### src/rtl/maze_pkg.sv
// maze_pkg: shared widths, arbiter state encodings and read-owner IDs for the maze RAM.
package maze_pkg;
    localparam int MAZE_ADDR_W = 10;
    localparam int MAZE_DATA_W = 3;
    localparam int MAZE_DIM    = 32;
    typedef enum logic [2:0] {START, LOAD, DRAIN, RUN, DRAIN2} state_t;
    typedef enum logic {OWN_GM = 1'b0, OWN_DR = 1'b1} owner_t;
endpackage

### src/rtl/maze_rd_tag_pipe.sv
// maze_rd_tag_pipe: RD_LAT-deep {valid,owner} delay line tracking outstanding reads; clr drops every in-flight entry.
module maze_rd_tag_pipe
    import maze_pkg::*;
#(
    parameter int RD_LAT = 1
) (
    input  logic   clk,
    input  logic   clr,
    input  logic   in_valid,
    input  owner_t in_owner,
    output logic   out_valid,
    output owner_t out_owner
);
    logic [RD_LAT-1:0] valid;
    logic [RD_LAT-1:0] own;
    always_ff @(posedge clk) begin
        valid <= clr ? '0 : RD_LAT'({valid, in_valid});
        own   <= clr ? '0 : RD_LAT'({own, in_owner});
    end
    assign out_valid = valid[RD_LAT-1];
    assign out_owner = owner_t'(own[RD_LAT-1]);
endmodule

### src/rtl/maze_ram_arbiter.sv
// maze_ram_arbiter: shares the single-port maze RAM between loader, game and draw; sequences load -> run.
// MAZE_ARB_RR_EN selects round-robin game/draw arbitration instead of fixed priority with a draw starvation cap.
module maze_ram_arbiter
    import maze_pkg::*;
#(
    parameter int ADDR_W = MAZE_ADDR_W,
    parameter int DATA_W = MAZE_DATA_W,
    parameter int RD_LAT = 1
) (
    input  logic              clk,
    input  logic              resetn,
    input  logic              reload,
    input  logic              ld_valid,
    input  logic [ADDR_W-1:0] ld_addr,
    input  logic [DATA_W-1:0] ld_data,
    input  logic              ld_done,
    output logic              ld_start,
    input  logic              gm_req,
    input  logic              gm_we,
    input  logic [ADDR_W-1:0] gm_addr,
    input  logic [DATA_W-1:0] gm_wdata,
    output logic              gm_gnt,
    output logic              gm_rvalid,
    output logic [DATA_W-1:0] gm_rdata,
    input  logic              dr_req,
    input  logic [ADDR_W-1:0] dr_addr,
    output logic              dr_gnt,
    output logic              dr_rvalid,
    output logic [DATA_W-1:0] dr_rdata,
    output logic [ADDR_W-1:0] ram_addr,
    output logic              ram_we,
    output logic [DATA_W-1:0] ram_wdata,
    input  logic [DATA_W-1:0] ram_q,
    output logic              maze_ready
);
    localparam logic [1:0] LAST = 2'(RD_LAT - 1);
    state_t state, next;
    logic [1:0] cnt;
    logic pv, in_valid, dr_win;
    owner_t po, in_owner;
    logic [DATA_W-1:0] gm_hold, dr_hold;
`ifdef MAZE_ARB_RR_EN
    logic prio_dr;
    assign dr_win = dr_req && (!gm_req || prio_dr);
`else
    logic [3:0] starve;
    assign dr_win = dr_req && (!gm_req || starve == 4'd8);
`endif
    assign in_valid = (gm_gnt && !gm_we) || dr_gnt;
    assign in_owner = dr_gnt ? OWN_DR : OWN_GM;
    maze_rd_tag_pipe #(.RD_LAT(RD_LAT)) u_pipe (
        .clk      (clk),
        .clr      (!resetn),
        .in_valid (in_valid),
        .in_owner (in_owner),
        .out_valid(pv),
        .out_owner(po)
    );
    // Read data passes straight through on the return cycle and is held in a register afterwards.
    assign gm_rvalid  = resetn && pv && po == OWN_GM;
    assign dr_rvalid  = resetn && pv && po == OWN_DR;
    assign gm_rdata   = gm_rvalid ? ram_q : gm_hold;
    assign dr_rdata   = dr_rvalid ? ram_q : dr_hold;
    assign maze_ready = state == RUN;
    always_ff @(posedge clk) begin
        if (!resetn) begin
            state    <= START;
            cnt      <= '0;
            ld_start <= 1'b0;
            gm_hold  <= '0;
            dr_hold  <= '0;
`ifdef MAZE_ARB_RR_EN
            prio_dr  <= 1'b0;
`else
            starve   <= '0;
`endif
        end else begin
            state    <= next;
            cnt      <= next == state ? cnt + 2'd1 : '0;
            ld_start <= state == START;
            gm_hold  <= gm_rdata;
            dr_hold  <= dr_rdata;
`ifdef MAZE_ARB_RR_EN
            if (gm_gnt || dr_gnt) prio_dr <= gm_gnt;
`else
            starve   <= (dr_req && gm_gnt) ? starve + 4'd1 : '0;
`endif
        end
    end
    always_comb begin
        next      = state;
        gm_gnt    = 1'b0;
        dr_gnt    = 1'b0;
        ram_addr  = '0;
        ram_we    = 1'b0;
        ram_wdata = '0;
        case (state)
            START:  next = LOAD;
            LOAD: begin
                ram_addr  = ld_addr;
                ram_we    = ld_valid;
                ram_wdata = ld_data;
                next      = ld_done ? DRAIN : LOAD;
            end
            DRAIN:  next = cnt == LAST ? RUN : DRAIN;
            RUN: begin
                dr_gnt    = dr_win;
                gm_gnt    = gm_req && !dr_win;
                ram_addr  = dr_win ? dr_addr : gm_gnt ? gm_addr : '0;
                ram_we    = gm_gnt && gm_we;
                ram_wdata = (gm_gnt && gm_we) ? gm_wdata : '0;
                next      = reload ? DRAIN2 : RUN;
            end
            DRAIN2: next = cnt == LAST ? START : DRAIN2;
            default: next = START;
        endcase
    end
endmodule

### config.mk
export PLATFORM = sky130hd
export DESIGN_NAME = maze_ram_arbiter
export DESIGN_NICKNAME = d
export VERILOG_FILES = /design/src/rtl/maze_pkg.sv /design/src/rtl/maze_rd_tag_pipe.sv /design/src/rtl/maze_ram_arbiter.sv
export SDC_FILE = /design/constraint.sdc
export NUM_CORES = 1
export LEC_CHECK = 0
export ABC_AREA = 1
export CAP_MARGIN = 20
export CORE_UTILIZATION = 38
export CTS_CLUSTER_DIAMETER = 40
export DETAILED_ROUTE_END_ITERATION = 7
export PLACE_DENSITY = 0.89
export RECOVER_POWER = 100
export SLEW_MARGIN = 10
export SYNTH_ARGS = -nofsm -noshare
export SYNTH_HDL_FRONTEND = slang
export SYNTH_SLANG_ARGS = --single-unit
### constraint.sdc
create_clock -name clk -period 2.3 [get_ports clk]
set_input_delay 0.23 -clock clk [delete_from_list [all_inputs] [get_ports clk]]
set_output_delay 0.23 -clock clk [all_outputs]
set_load 0.05 [all_outputs]
==> reports/qor.yml, run 1 <==
p_clk_share_pct: 17.4
clock_sinks: 18
power_switching_share_pct: 34.7
finalWeightedCongestion: 0.902
antenna_found_initial: 0
synth_compound_area_share_pct: 10.0
crit_path_end_kind: "primary output"
num_antenna_cells: 0
total_of_buffers_placed_on_input_and_output_ports: 72
cts.htree.levels: 1
maxSlewHeadroom_pct: 59.3
via_count_of_the_first_global_routing_pass: 1339
hold_path_end: "cnt[0]$_SDFF_PN0_"
timing.final.crit_share_pct: 92.9
worst_hold_slack_across_all_endpoints_ns: 0.421
post-route-drc-count: 0
peakVddDrop_v: 0.000496
grt_first_pass_wirelength_um: 5420
synth-adder-area-share_pct: 3.41
yosys.area_share.simple_pct: 40.6
dpl.hpwl_um: 2660
grt_max_degree: 18
layout-drive-gt1-share_pct: 15.3
rows: 19
worst_hold_path_type: "flop to flop"
wl_um: 3130
p_switching_mw: 0.309
ctsHoldBuffers: 0
num-fill-cells: 217
reported_leakage_power_nw: 0.903
post-layout-total-power_mw: 0.891
synth_edf_count: 0
crit_fanout: 11
mappedNetlistNets: 215
cts-buffers-inserted: 3
yosys.area.top_type: "sky130_fd_sc_hd__dfxtp_1"
placedInstanceArea_sq_um: 2050
period_needed_ns: 2.14
timing.reg2reg.setup_slack_ns: 0.77
post_drt_wl_per_cell_um: 11.7
max_freq_mhz: 468
first_pass_iters: 4
max_stage_delay_ns: 0.35
die-height_um: 55.8
post_synth_instance_area_sq_um: 1100
dominant_combinational_cell_family_by_area_after_synthesis: "simple AND/OR/NAND/NOR gates"
cp_common_cell: "sky130_fd_sc_hd__nand2_1"
critPathRequiredTime_ns: 2.07
placeableCoreArea_sq_um: 2760
worst-slew-pin-transition_ns: 0.613
postSynth.asyncResetShare_pct: 0
yosys_warnings: 0
critical_path_arrival_ns: 1.91
synth-seq-cells: 18
r2r-start: "state[0]$_SDFF_PN0_"
clkLatencyLatePin_ns: 0.29
depth_of_the_most_critical_reg_to_reg_path: 6
xor_and_xnor_fraction_of_the_mapped_netlist_area_pct: 1.59
tritoncts: "yes"
reg2reg_to: "starve[2]$_SDFF_PN0_"
timing_worst_setup_path_type: "flop to primary output"
outcome: "completed"
post_cts_repair_timing_setup_buffer_count: 0
synth_top_area_share_pct: 32.8
crit_path_top_delay_cell: "sky130_fd_sc_hd__dfxtp_1"
maxCapViolations: 0
timing.clock.skew_ns: 0.00185
combinationalPowerShare_pct: 45.4
fraction_of_power_consumed_by_sequential_logic_pct: 37.2
ioPinCount: 73
ys_types: 28
yosys-top-cells-area: "sky130_fd_sc_hd__dfxtp_1 (33%), sky130_fd_sc_hd__nand2_1 (16%), sky130_fd_sc_hd__nand3_1 (8.6%)"
drt_iter0_markers: 25
internal_power_mw: 0.582
ctsRootBufferMaster: "sky130_fd_sc_hd__clkbuf_4"
synth_mux_area_share_pct: 0
floorplan.initialDensity_pct: 39.9
syn_inst: 165
ctsLongestPathBuffers: 2
hold_violations: 0
flip_flop_cell_with_the_highest_count_after_synthesis: "sky130_fd_sc_hd__dfxtp_1"
timing.hold.worst.start: "cnt[0]$_SDFF_PN0_"
cellPowerDensity_nw_per_um2: 452
cts.clk_slew.worst_paths_ns: 0.09
grt_util_all_layers_pct: 21.9
synth_area_per_cell_sq_um: 6.67
final_core_utilization_pct: 71.5
drt.antenna.violating_nets: 0
seq_area_frac_synth_pct: 32.8
cp_cell_instances: "inv_1 -> ha_1 -> nand3b_4 -> a21boi_4 -> nand2_1 -> inv_4 -> nand2_1 -> nand3_1 -> buf_12"
areaGrowthSynthToFinish_pct: 79.3
final_nets: 288
grt-ovfl-total: 0
vias_per_cell: 4.91
cp-start-kind: "flop"
route.vias.total: 1312
setup_viol_count_final: 0
drv_slew: 0
hold_path_depth: 1
die-area_sq_um: 3110
stdcell_area_sq_um: 1970
die_x_um: 55.8
metrics by stage:
stage | TNS [ns] | instances | setup slack [ns]
after CTS | 0 | 267 | 0.115
final | 0 | 267 | 0.164
after floorplan | 0 | 165 | 0.302
after global placement | 0 | 264 | 0.373
after global routing | -0.00615 | 267 | -0.00615
after detailed placement | 0 | 264 | 0.333
kinds of logic after synthesis:
group	Yosys count
DFF	18
AOI/OAI and AO/OA	17
adders and majority gates	3
buffers and inverters	31
xor gates and xnor gates	2
and+or+nand+nor	94
synth_stat cells, drive strengths merged, types with 2 or more instances:
library cell   n
nand3         20
or2            6
clkbuf         2
a211oi         3
ha             3
nor2          16
o21ai          5
a21oi          6
nand2         48
inv           27
buf            2
dfxtp         18
layer usage:
layer	vias to the layer above	share of wire (%)	GRT usage (%)
li1	663	-	-
met1	580	39	23.5
met2	60	52	40.1
met3	9	7.5	6.98
met4	0	1.9	7.14
met5	-	0	0
layout make-up:
cell class / count / area, sq um / area share, %
repair buffers: 72 / 842 / 42.7
well taps: 31 / 38.8 / 1.97
clock buffers: 3 / 22.5 / 1.14
multi-input cells: 116 / 604 / 30.6
inverters: 27 / 104 / 5.27
flip-flops and latches: 18 / 360 / 18.3
state kept, by name, summed over array words and instances, names as in the netlist:
name,flops
dr_hold,3
starve,4
cnt,2
state,3
gm_hold,3
u_pipe.out_owner,1
u_pipe.out_valid,1
ld_start,1
worst max-delay path, delay by kind of cell, from the launching register on:
kind | cells | cell delay (ns)
fa+ha+maj | 1 | 0.19
flops | 1 | 0.35
compound gates | 1 | 0.21
simple gates | 4 | 0.48
buf+inv | 3 | 0.38
repair_timing:
| item | CTS | global route |
|---|---|---|
| endpoints found under the setup margin | 0 | 8 |
| endpoints found under the hold margin | 0 | 0 |
| gates resized for setup | 0 | 1 |
layout by cell type (no fill, tap or decap), drive strengths merged:
master and count:
nand4 1, or2 6, xor2 1, nand2 48, o211ai 1, dlygate4sd3 2
clkdlybuf4s15 3, inv 27, ha 3, nand3 20, nor4 1, a21oi 6
xnor2 1, a31oi 1, nor2 16, dfxtp 18, a21boi 1, nand3b 1
clkdlybuf4s50 46, a211oi 3, nor3 1, clkbuf 8, o21ai 5, buf 16
power groups by stage:
stage,logic (mW),registers (mW),clock network (mW)
after global placement,0.408,0.338,0
after floorplan,0.180,0.344,0
after detailed placement,0.414,0.338,0
after CTS,0.415,0.331,0.161
after global routing,0.430,0.333,0.175
final,0.405,0.331,0.155
worst max-delay path by stage:
stage	startpoint	endpoint	slack [ns]	depth (start not counted)
after global routing	starve[0]$_SDFF_PN0_	ram_addr[0]	-0.006	9
after detailed placement	dr_req	ram_addr[0]	0.33	7
after CTS	starve[0]$_SDFF_PN0_	ram_addr[0]	0.12	9
after global placement	dr_req	ram_addr[2]	0.37	7
after floorplan	state[0]$_SDFF_PN0_	ram_addr[0]	0.30	7
final	starve[0]$_SDFF_PN0_	ram_addr[0]	0.16	9
Note: power is estimated with default switching activity, not from simulation.
==> run 2: changes to the inputs <==
PLACE_DENSITY = unset   (was 0.89)
PLACE_DENSITY_LB_ADDON = 0.3   (was unset)
==> reports/qor.yml, run 2 (synthesis results as in run 1) <==
tritoncts: "yes"  # unchanged
vias_per_cell: 4.79  # was 4.91
maxCapViolations: 0  # unchanged
cts.htree.levels: 1  # unchanged
grt_util_all_layers_pct: 19.9  # was 21.9%
crit_fanout: 5  # was 11
total_of_buffers_placed_on_input_and_output_ports: 72  # unchanged
timing.hold.worst.start: "cnt[0]$_SDFF_PN0_"  # unchanged
layout-drive-gt1-share_pct: 15.6  # was 15.3%
crit_path_end_kind: "primary output"  # unchanged
timing.clock.skew_ns: 0.00123  # was 0.00185 ns
die-height_um: 55.8  # unchanged
first_pass_iters: 5  # was 4
worst_setup_path_startpoint: "state[0]$_SDFF_PN0_"  # was starve[0]$_SDFF_PN0_
die_x_um: 55.8  # unchanged
drt_iter0_markers: 21  # was 25
drv_slew: 0  # unchanged
antenna_found_initial: 0  # unchanged
worst_hold_slack_across_all_endpoints_ns: 0.413  # was 0.421 ns
setup_viol_count_final: 0  # unchanged
worst-slew-pin-transition_ns: 0.590  # was 0.613 ns
final_nets: 288  # unchanged
largest_reg_flops: 4  # unchanged
hold_violations: 0  # unchanged
dpl.hpwl_um: 2490  # was 2660 um
layout.cells.most_common: "sky130_fd_sc_hd__nand2_1"  # unchanged
rows: 19  # unchanged
cellPowerDensity_nw_per_um2: 470  # was 452 nW/um^2
maxSlewHeadroom_pct: 60.8  # was 59.3%
r2r-start: "state[0]$_SDFF_PN0_"  # unchanged
ctsHoldBuffers: 0  # unchanged
most-common-layout-cells: "sky130_fd_sc_hd__nand2_1 (47), sky130_fd_sc_hd__clkdlybuf4s50_1 (46), sky130_fd_sc_hd__inv_1 (25), sky130_fd_sc_hd__nand3_1 (20), sky130_fd_sc_hd__dfxtp_1 (18)"  # was sky130_fd_sc_hd__nand2_1 (48), sky130_fd_sc_hd__clkdlybuf4s50_1 (46), sky130_fd_sc_hd__inv_1 (26), sky130_fd_sc_hd__nand3_1 (20), sky130_fd_sc_hd__dfxtp_1 (18)
drt.antenna.violating_nets: 0  # unchanged
post_layout_nonfiller_instances: 268  # was 267
timing_worst_setup_path_type: "flop to primary output"  # unchanged
max_flop_register: "starve"  # unchanged
route.vias.total: 1283  # was 1312
areaGrowthSynthToFinish_pct: 65.0  # was 79.3%
grt_max_degree: 18  # unchanged
peakVddDrop_v: 0.000342  # was 0.000496 V
wl_um: 2980  # was 3130 um
die-area_sq_um: 3110  # unchanged
critPathRequiredTime_ns: 2.07  # about the same
critical_path_arrival_ns: 1.92  # was 1.91 ns
post_drt_wl_per_cell_um: 11.1  # was 11.7 um
period_needed_ns: 2.15  # was 2.14 ns
grt-ovfl-total: 0  # unchanged
reported_leakage_power_nw: 0.881  # was 0.903 nW
ctsLongestPathBuffers: 2  # unchanged
post-route-drc-count: 0  # unchanged
placed_instance_count: 264  # unchanged
clkLatencyLatePin_ns: 0.29  # about the same
grt_first_pass_wirelength_um: 4890  # was 5420 um
worst_hold_path_type: "flop to flop"  # unchanged
floorplan.initialDensity_pct: 39.9  # unchanged
depth_of_the_most_critical_reg_to_reg_path: 6  # unchanged
timing.final.crit_share_pct: 93.7  # was 92.9%
max_freq_mhz: 464  # was 468 MHz
clock_sinks: 18  # unchanged
cp-start-kind: "flop"  # unchanged
via_count_of_the_first_global_routing_pass: 1215  # was 1339
hold_path_depth: 1  # unchanged
unrepaired_setup_endpoints_after_global_routing: "no"
outcome: "completed"  # unchanged
finalWeightedCongestion: 0.884  # was 0.902
cts.clk_slew.worst_paths_ns: 0.09  # about the same
cts-buffers-inserted: 3  # unchanged
ioPinCount: 73  # unchanged
post_cts_repair_timing_setup_buffer_count: 0  # unchanged
postCtsResizedCells: 0  # unchanged
final_core_utilization_pct: 65.8  # was 71.5%
ctsRootBufferMaster: "sky130_fd_sc_hd__clkbuf_4"  # unchanged
placeableCoreArea_sq_um: 2760  # unchanged
post-layout-total-power_mw: 0.852  # was 0.891 mW
num_antenna_cells: 0  # unchanged
setup_tns_ns: 0  # unchanged
run 2: worst max-delay path, cell delays in order, from the launching register on:
cell                              delay (ns)
sky130_fd_sc_hd__dfxtp_1                0.41
sky130_fd_sc_hd__nand2_1                0.10
sky130_fd_sc_hd__nor2_1                 0.25
sky130_fd_sc_hd__clkdlybuf4s50_1        0.87
run 2: path summary, 6_finish.rpt:
kind / endpoint / slack (ns)
setup / recovery: maze_ready / 0.15
setup reg to reg: starve[0]$_SDFF_PN0_ / 0.76
hold / removal: cnt[0]$_SDFF_PN0_ / 0.41
hold reg to reg: cnt[0]$_SDFF_PN0_ / 0.41
run 2: cell type report:
cell class	instances	area, sq um
clock buffers	4	36.3
repair buffers	72	678
flip-flops and latches	18	360
multi-input cells	116	599
inverters	27	101
well taps	31	38.8
fillers	247	943
run 2: layer usage:
metal  vias to the layer above  share of wire [%]  global-route usage, %
met5                         -                  0                      0
met4                         0                1.8                   9.29
met3                         6                 11                   4.88
met2                        64                 50                   36.3
met1                       548                 38                   21.4
li1                        665                  -                      -
run 2: power by group:
part	internal, mW	switching, mW
sequential	0.323	0.00738
clock	0.0964	0.0929
combinational	0.137	0.195
run 2: per-stage QoR:
step / setup slack, ns / cell area [sq um]
floorplan: 0.302 / 1100
detailed placement: 0.378 / 2050
finish: 0.145 / 1810
global route: 0.0202 / 1810
CTS: 0.155 / 2080
global placement: 0.412 / 2050
==> run 3: changes to the inputs <==
--- a/config.mk
+++ b/config.mk
@@ -12,3 +12,4 @@
 export DETAILED_ROUTE_END_ITERATION = 7
-export PLACE_DENSITY_LB_ADDON = 0.3
+export MAX_ROUTING_LAYER = met4
+export PLACE_DENSITY = 0.89
 export RECOVER_POWER = 100
==> constraint.sdc (replaced) <==
create_clock -name clk -period 2.3 [get_ports clk]
set_input_delay 0.46 -clock clk [delete_from_list [all_inputs] [get_ports clk]]
set_output_delay 0.46 -clock clk [all_outputs]
set_load 0.05 [all_outputs]
==> reports/qor.yml, run 3 (synthesis results as in run 1) <==
outcome: "completed"  # unchanged
floorplan.initialDensity_pct: 39.9  # unchanged
cellPowerDensity_nw_per_um2: 406  # was 470 nW/um^2
worst_hold_path_type: "flop to flop"  # unchanged
antenna_found_initial: 0  # unchanged
depth_of_the_most_critical_reg_to_reg_path: 10  # was 6
cts-buffers-inserted: 3  # unchanged
clkLatencyLatePin_ns: 0.29  # about the same
maxCapViolations: 0  # unchanged
setup_viol_count_final: 0  # unchanged
worst-slew-pin-transition_ns: 0.497  # was 0.590 ns
wl_um: 4580  # was 2980 um
cts.clk_slew.worst_paths_ns: 0.09  # about the same
drt.antenna.violating_nets: 0  # unchanged
max_flop_register: "starve"  # unchanged
peakVddDrop_v: 0.000367  # was 0.000342 V
areaGrowthSynthToFinish_pct: 109  # was 65.0%
placeableCoreArea_sq_um: 2760  # unchanged
placed_instance_count: 272  # was 264
post_layout_nonfiller_instances: 280  # was 268
via_count_of_the_first_global_routing_pass: 1287  # was 1215
hold_path_depth: 1  # unchanged
final_core_utilization_pct: 83.3  # was 65.8%
dpl.hpwl_um: 2790  # was 2490 um
die-area_sq_um: 3110  # unchanged
grt_first_pass_wirelength_um: 5510  # was 4890 um
timing_worst_setup_path_type: "input port to primary output"  # was flop to primary output
max_freq_mhz: 438  # was 464 MHz
crit_fanout: 8  # was 5
ctsLongestPathBuffers: 2  # unchanged
die_x_um: 55.8  # unchanged
grt-ovfl-total: 0  # unchanged
grt_util_all_layers_pct: 23.5  # was 19.9%
tritoncts: "yes"  # unchanged
num_antenna_cells: 0  # unchanged
placedInstanceArea_sq_um: 2150  # was 2050 sq um
finalWeightedCongestion: 0.866  # was 0.884
period_needed_ns: 2.28  # was 2.15 ns
stdcell_area_sq_um: 2300  # was 1810 sq um
critical_path_arrival_ns: 1.82  # was 1.92 ns
unrepaired_setup_endpoints_after_global_routing: "yes"  # was no
timing.reg2reg.setup_slack_ns: 0.58  # was 0.76 ns
vias_per_cell: 5.33  # was 4.79
clock_sinks: 18  # unchanged
final_nets: 301  # was 288
first_pass_iters: 4  # was 5
hold_violations: 0  # unchanged
maxSlewHeadroom_pct: 66.8  # was 60.8%
cts.htree.levels: 1  # unchanged
largest_reg_flops: 4  # unchanged
drt_iter0_markers: 64  # was 21
reported_leakage_power_nw: 1.10  # was 0.881 nW
post-route-drc-count: 0  # unchanged
route.vias.total: 1491  # was 1283
critPathRequiredTime_ns: 1.84  # was 2.07 ns
crit_path_end_kind: "primary output"  # unchanged
timing.clock.skew_ns: 0.000975  # was 0.00123 ns
drv_slew: 0  # unchanged
grt_max_degree: 15  # was 18
die-height_um: 55.8  # unchanged
rows: 19  # unchanged
layout.cells.most_common: "sky130_fd_sc_hd__clkdlybuf4s50_1"  # was sky130_fd_sc_hd__nand2_1
ioPinCount: 73  # unchanged
post_drt_wl_per_cell_um: 16.4  # was 11.1 um
total_of_buffers_placed_on_input_and_output_ports: 72  # unchanged
cp-start-kind: "input port"  # was flop
ctsHoldBuffers: 0  # unchanged
most-common-layout-cells: "sky130_fd_sc_hd__clkdlybuf4s50_1 (44), sky130_fd_sc_hd__nand2_1 (43), sky130_fd_sc_hd__inv_1 (25), sky130_fd_sc_hd__buf_12 (25), sky130_fd_sc_hd__dfxtp_1 (15)"  # was sky130_fd_sc_hd__nand2_1 (47), sky130_fd_sc_hd__clkdlybuf4s50_1 (46), sky130_fd_sc_hd__inv_1 (25), sky130_fd_sc_hd__nand3_1 (20), sky130_fd_sc_hd__dfxtp_1 (18)
layout-drive-gt1-share_pct: 30.1  # was 15.6%
ctsRootBufferMaster: "sky130_fd_sc_hd__clkbuf_4"  # unchanged
timing.final.crit_share_pct: 99.2  # was 93.7%
## run 3: changes by cell type in the layout (fill, tap and decap cells not counted), moves of 4 or more
cell                       previous run  this run
sky130_fd_sc_hd__buf_12               2        25
sky130_fd_sc_hd__buf_4                0        10
sky130_fd_sc_hd__clkbuf_2             4         0
sky130_fd_sc_hd__clkbuf_4            15         3
sky130_fd_sc_hd__nand2_1             47        43
sky130_fd_sc_hd__nand3_1             20         8
sky130_fd_sc_hd__nand3_2              0        12
## run 3: where the power goes
part	switching, mW	internal [mW]
Clock	0.0887	0.0609
Combinational	0.236	0.217
Sequential	0.00791	0.322
## run 3: layer usage
| layer | up-vias | global-route usage [%] | routed length (um) |
|---|---|---|---|
| met2 | 89 | 44.8 | 2450 |
| met3 | 16 | 5.12 | 298 |
| met5 | - | - | 0 |
| met4 | 0 | 10.0 | 163 |
| met1 | 693 | 22.6 | 1670 |
| li1 | 693 | - | - |
## run 3: final timing paths
kind	start	end
worst max-delay path	dr_req	ram_addr[4]
worst min-delay path	cnt[0]$_SDFF_PN0_	cnt[0]$_SDFF_PN0_
worst max register to register	starve[0]$_SDFF_PN0_	u_pipe.out_valid$_SDFF_PN0_
worst min register to register	cnt[0]$_SDFF_PN0_	cnt[0]$_SDFF_PN0_
## run 3: area by class of cell
class / instances / area [sq um]
inverters: 27 / 104
repair buffers: 83 / 1050
clock buffers: 3 / 22.5
multi-input cells: 117 / 703
flip-flops and latches: 18 / 367
repair inverters: 1 / 7.51
well taps: 31 / 38.8
fillers: 133 / 460
## run 3: worst max-delay path: stages
cell and delay, ns:
sky130_fd_sc_hd__clkdlybuf4s50_1 0.42, sky130_fd_sc_hd__a21boi_4 0.17, sky130_fd_sc_hd__buf_12 0.15, sky130_fd_sc_hd__nor2_4 0.22, sky130_fd_sc_hd__nand2_1 0.15, sky130_fd_sc_hd__nand3_2 0.12
sky130_fd_sc_hd__buf_12 0.14
## run 3: metrics by stage
stage          hold WS [ns]  power [mW]  setup WS, ns  setup TNS, ns
6_report              0.427       0.933        0.0175              0
5_1_grt               0.449       0.975       -0.0723         -0.411
4_1_cts               0.430       0.914        0.0179              0
3_5_place_dp          0.417       0.763        0.0183              0
3_3_place_gp          0.401       0.753        0.0570              0
2_1_floorplan         0.392       0.524        0.0721              0
## run 3: what timing repair did
item / in CTS / in global routing
pin swaps: 0 / 6
cloned: 1 / 1
gates resized for setup: 2 / 26
endpoints found under the setup margin: 11 / 22
setup buffers: 2 / 1
==> RTL change (flow settings as in run 2) <==
`RD_LAT` is set to 1 in 2 places; all go to 2.
--- a/src/rtl/maze_rd_tag_pipe.sv
+++ b/src/rtl/maze_rd_tag_pipe.sv
@@ -2,7 +2,7 @@
 module maze_rd_tag_pipe
     import maze_pkg::*;
 #(
-    parameter int RD_LAT = 1
+    parameter int RD_LAT = 2
 ) (
     input  logic   clk,
     input  logic   clr,
--- a/src/rtl/maze_ram_arbiter.sv
+++ b/src/rtl/maze_ram_arbiter.sv
@@ -5,7 +5,7 @@
 #(
     parameter int ADDR_W = MAZE_ADDR_W,
     parameter int DATA_W = MAZE_DATA_W,
-    parameter int RD_LAT = 1
+    parameter int RD_LAT = 2
 ) (
     input  logic              clk,
     input  logic              resetn,
Function: changed (a bounded check fails within 4 cycles, from zero or initial values and one cycle with resetn low).
==> RTL change against run 2 <==
Power rose by 4.1%. Sequential cell count rose by 2. Critical endpoint unchanged. Synthesized area rose by 4.0%. The flow now finishes with violations (DRC). First-iteration DRC count rose by 52%. Synthesized cell count rose by 4.8%. Design area rose by 2.8%. Routed wire length fell by 1.8%. Worst setup slack improved by 0.040 ns. Fmax rose by 1.9%. Non-clock buffer count rose by 2.
==> RTL change: results (changes against run 2) <==
outcome: "finished with violations"
netlist_top_cells_count: "nand2_1 (51), inv_1 (25), dfxtp_1 (20), nand3_1 (20), nor2_1 (15)"
synth_fa_ha_area_share_pct: 3.28  # -0.13 points
met3RoutedLength_um: 232  # -27%
critPathMaxStageDelay_ns: 0.89  # +0.02 ns
synth_nets: 223  # +3.7%
arrival_ns: 1.88  # -0.04 ns
dp_cells: 273  # +3.4%
postCtsSetupRepairBufs: 0  # unchanged
die_w_um: 56.9  # +1.9%
synth.area.top_cells: "dfxtp_1 (35%), nand2_1 (17%), nand3_1 (8.8%)"
synthXorXnorAreaFrac_pct: 1.53  # -0.061 points
dr.first_iter.drc_count: 32  # +52%
hpwl_um: 2460  # -1.0%
drc: 4  # +4
dpl_cell_area_um2: 2070  # +1.2%
dr_wl_met2_um: 1450  # -2.4%
critPathSlowestCell: "dlygate4sd3_1"
skew_ns: 0.00549  # +0.00426 ns
wl_met1_um: 1220  # +8.4%
gr-usage-all-layers_pct: 19.4  # -0.52 points
syn_area_per_cell_um2: 6.61  # -0.83%
preCtsSetupSlack_ns: 0.335  # -0.0436 ns
p_sw_share_pct: 33.3  # -1.4 points
post_drt_via_cell_ratio: 4.70  # -1.8%
gp_congestion: 0.858  # -2.9%
synth_compound_area_share_pct: 8.10  # -1.9 points
grt.met1_usage_pct: 23.5  # +2.1 points
fillCellCount: 249  # +0.81%
grt_use_met2_pct: 33.5  # -2.8 points
ir_worst_vdd_v: 0.000219  # -36%
grt_pass1_wl_um: 4950  # +1.4%
seq_area_frac_synth_pct: 35.0  # +2.2 points
failed_checks: "DRC"
worstMarginPinSlew_ns: 0.617  # +0.0268 ns
p_leak_nw: 0.888  # +0.74%
area_growth_syn_to_layout_pct: 63.0
gr-usage-met3_pct: 4.15  # -0.74 points
switchingPower_mw: 0.295  # about the same
critPathMaxFanout: 6  # +1
comb_power_mw: 0.324  # -2%
final_nets: 299  # +3.8%
## RTL change: changes by cell type after synthesis, sizes merged, moves of 2 or more
cell    change
buf         +2
clkbuf      -2
clkinv      +2
dfxtp       +2
nand2       +5
nor2        +2
## RTL change: area by class of cell
class                   count  share of cell area, %
inverters                  28                   5.64
well taps                  31                   2.08
flip-flops and latches     20                   21.5
clock buffers               4                   1.95
repair buffers             74                   35.9
multi-input cells         122                   33.0
## RTL change: critical path, delay by kind of cell (launching register included)
kind                   cells  cell delay (ns)
DFF                        1             0.46
buffers and inverters      1             0.89
and+or+nand+nor            2             0.23
## RTL change: worst paths after layout
path	end	slack, ns	start	cells after the start
worst max-delay path	maze_ready	0.19	state[0]	3
worst min-delay path	u_pipe.own[1]	0.42	u_pipe.own[0]	2
worst max register to register	starve[3]	0.75	starve[0]	10
worst min register to register	u_pipe.own[1]	0.42	u_pipe.own[0]	2
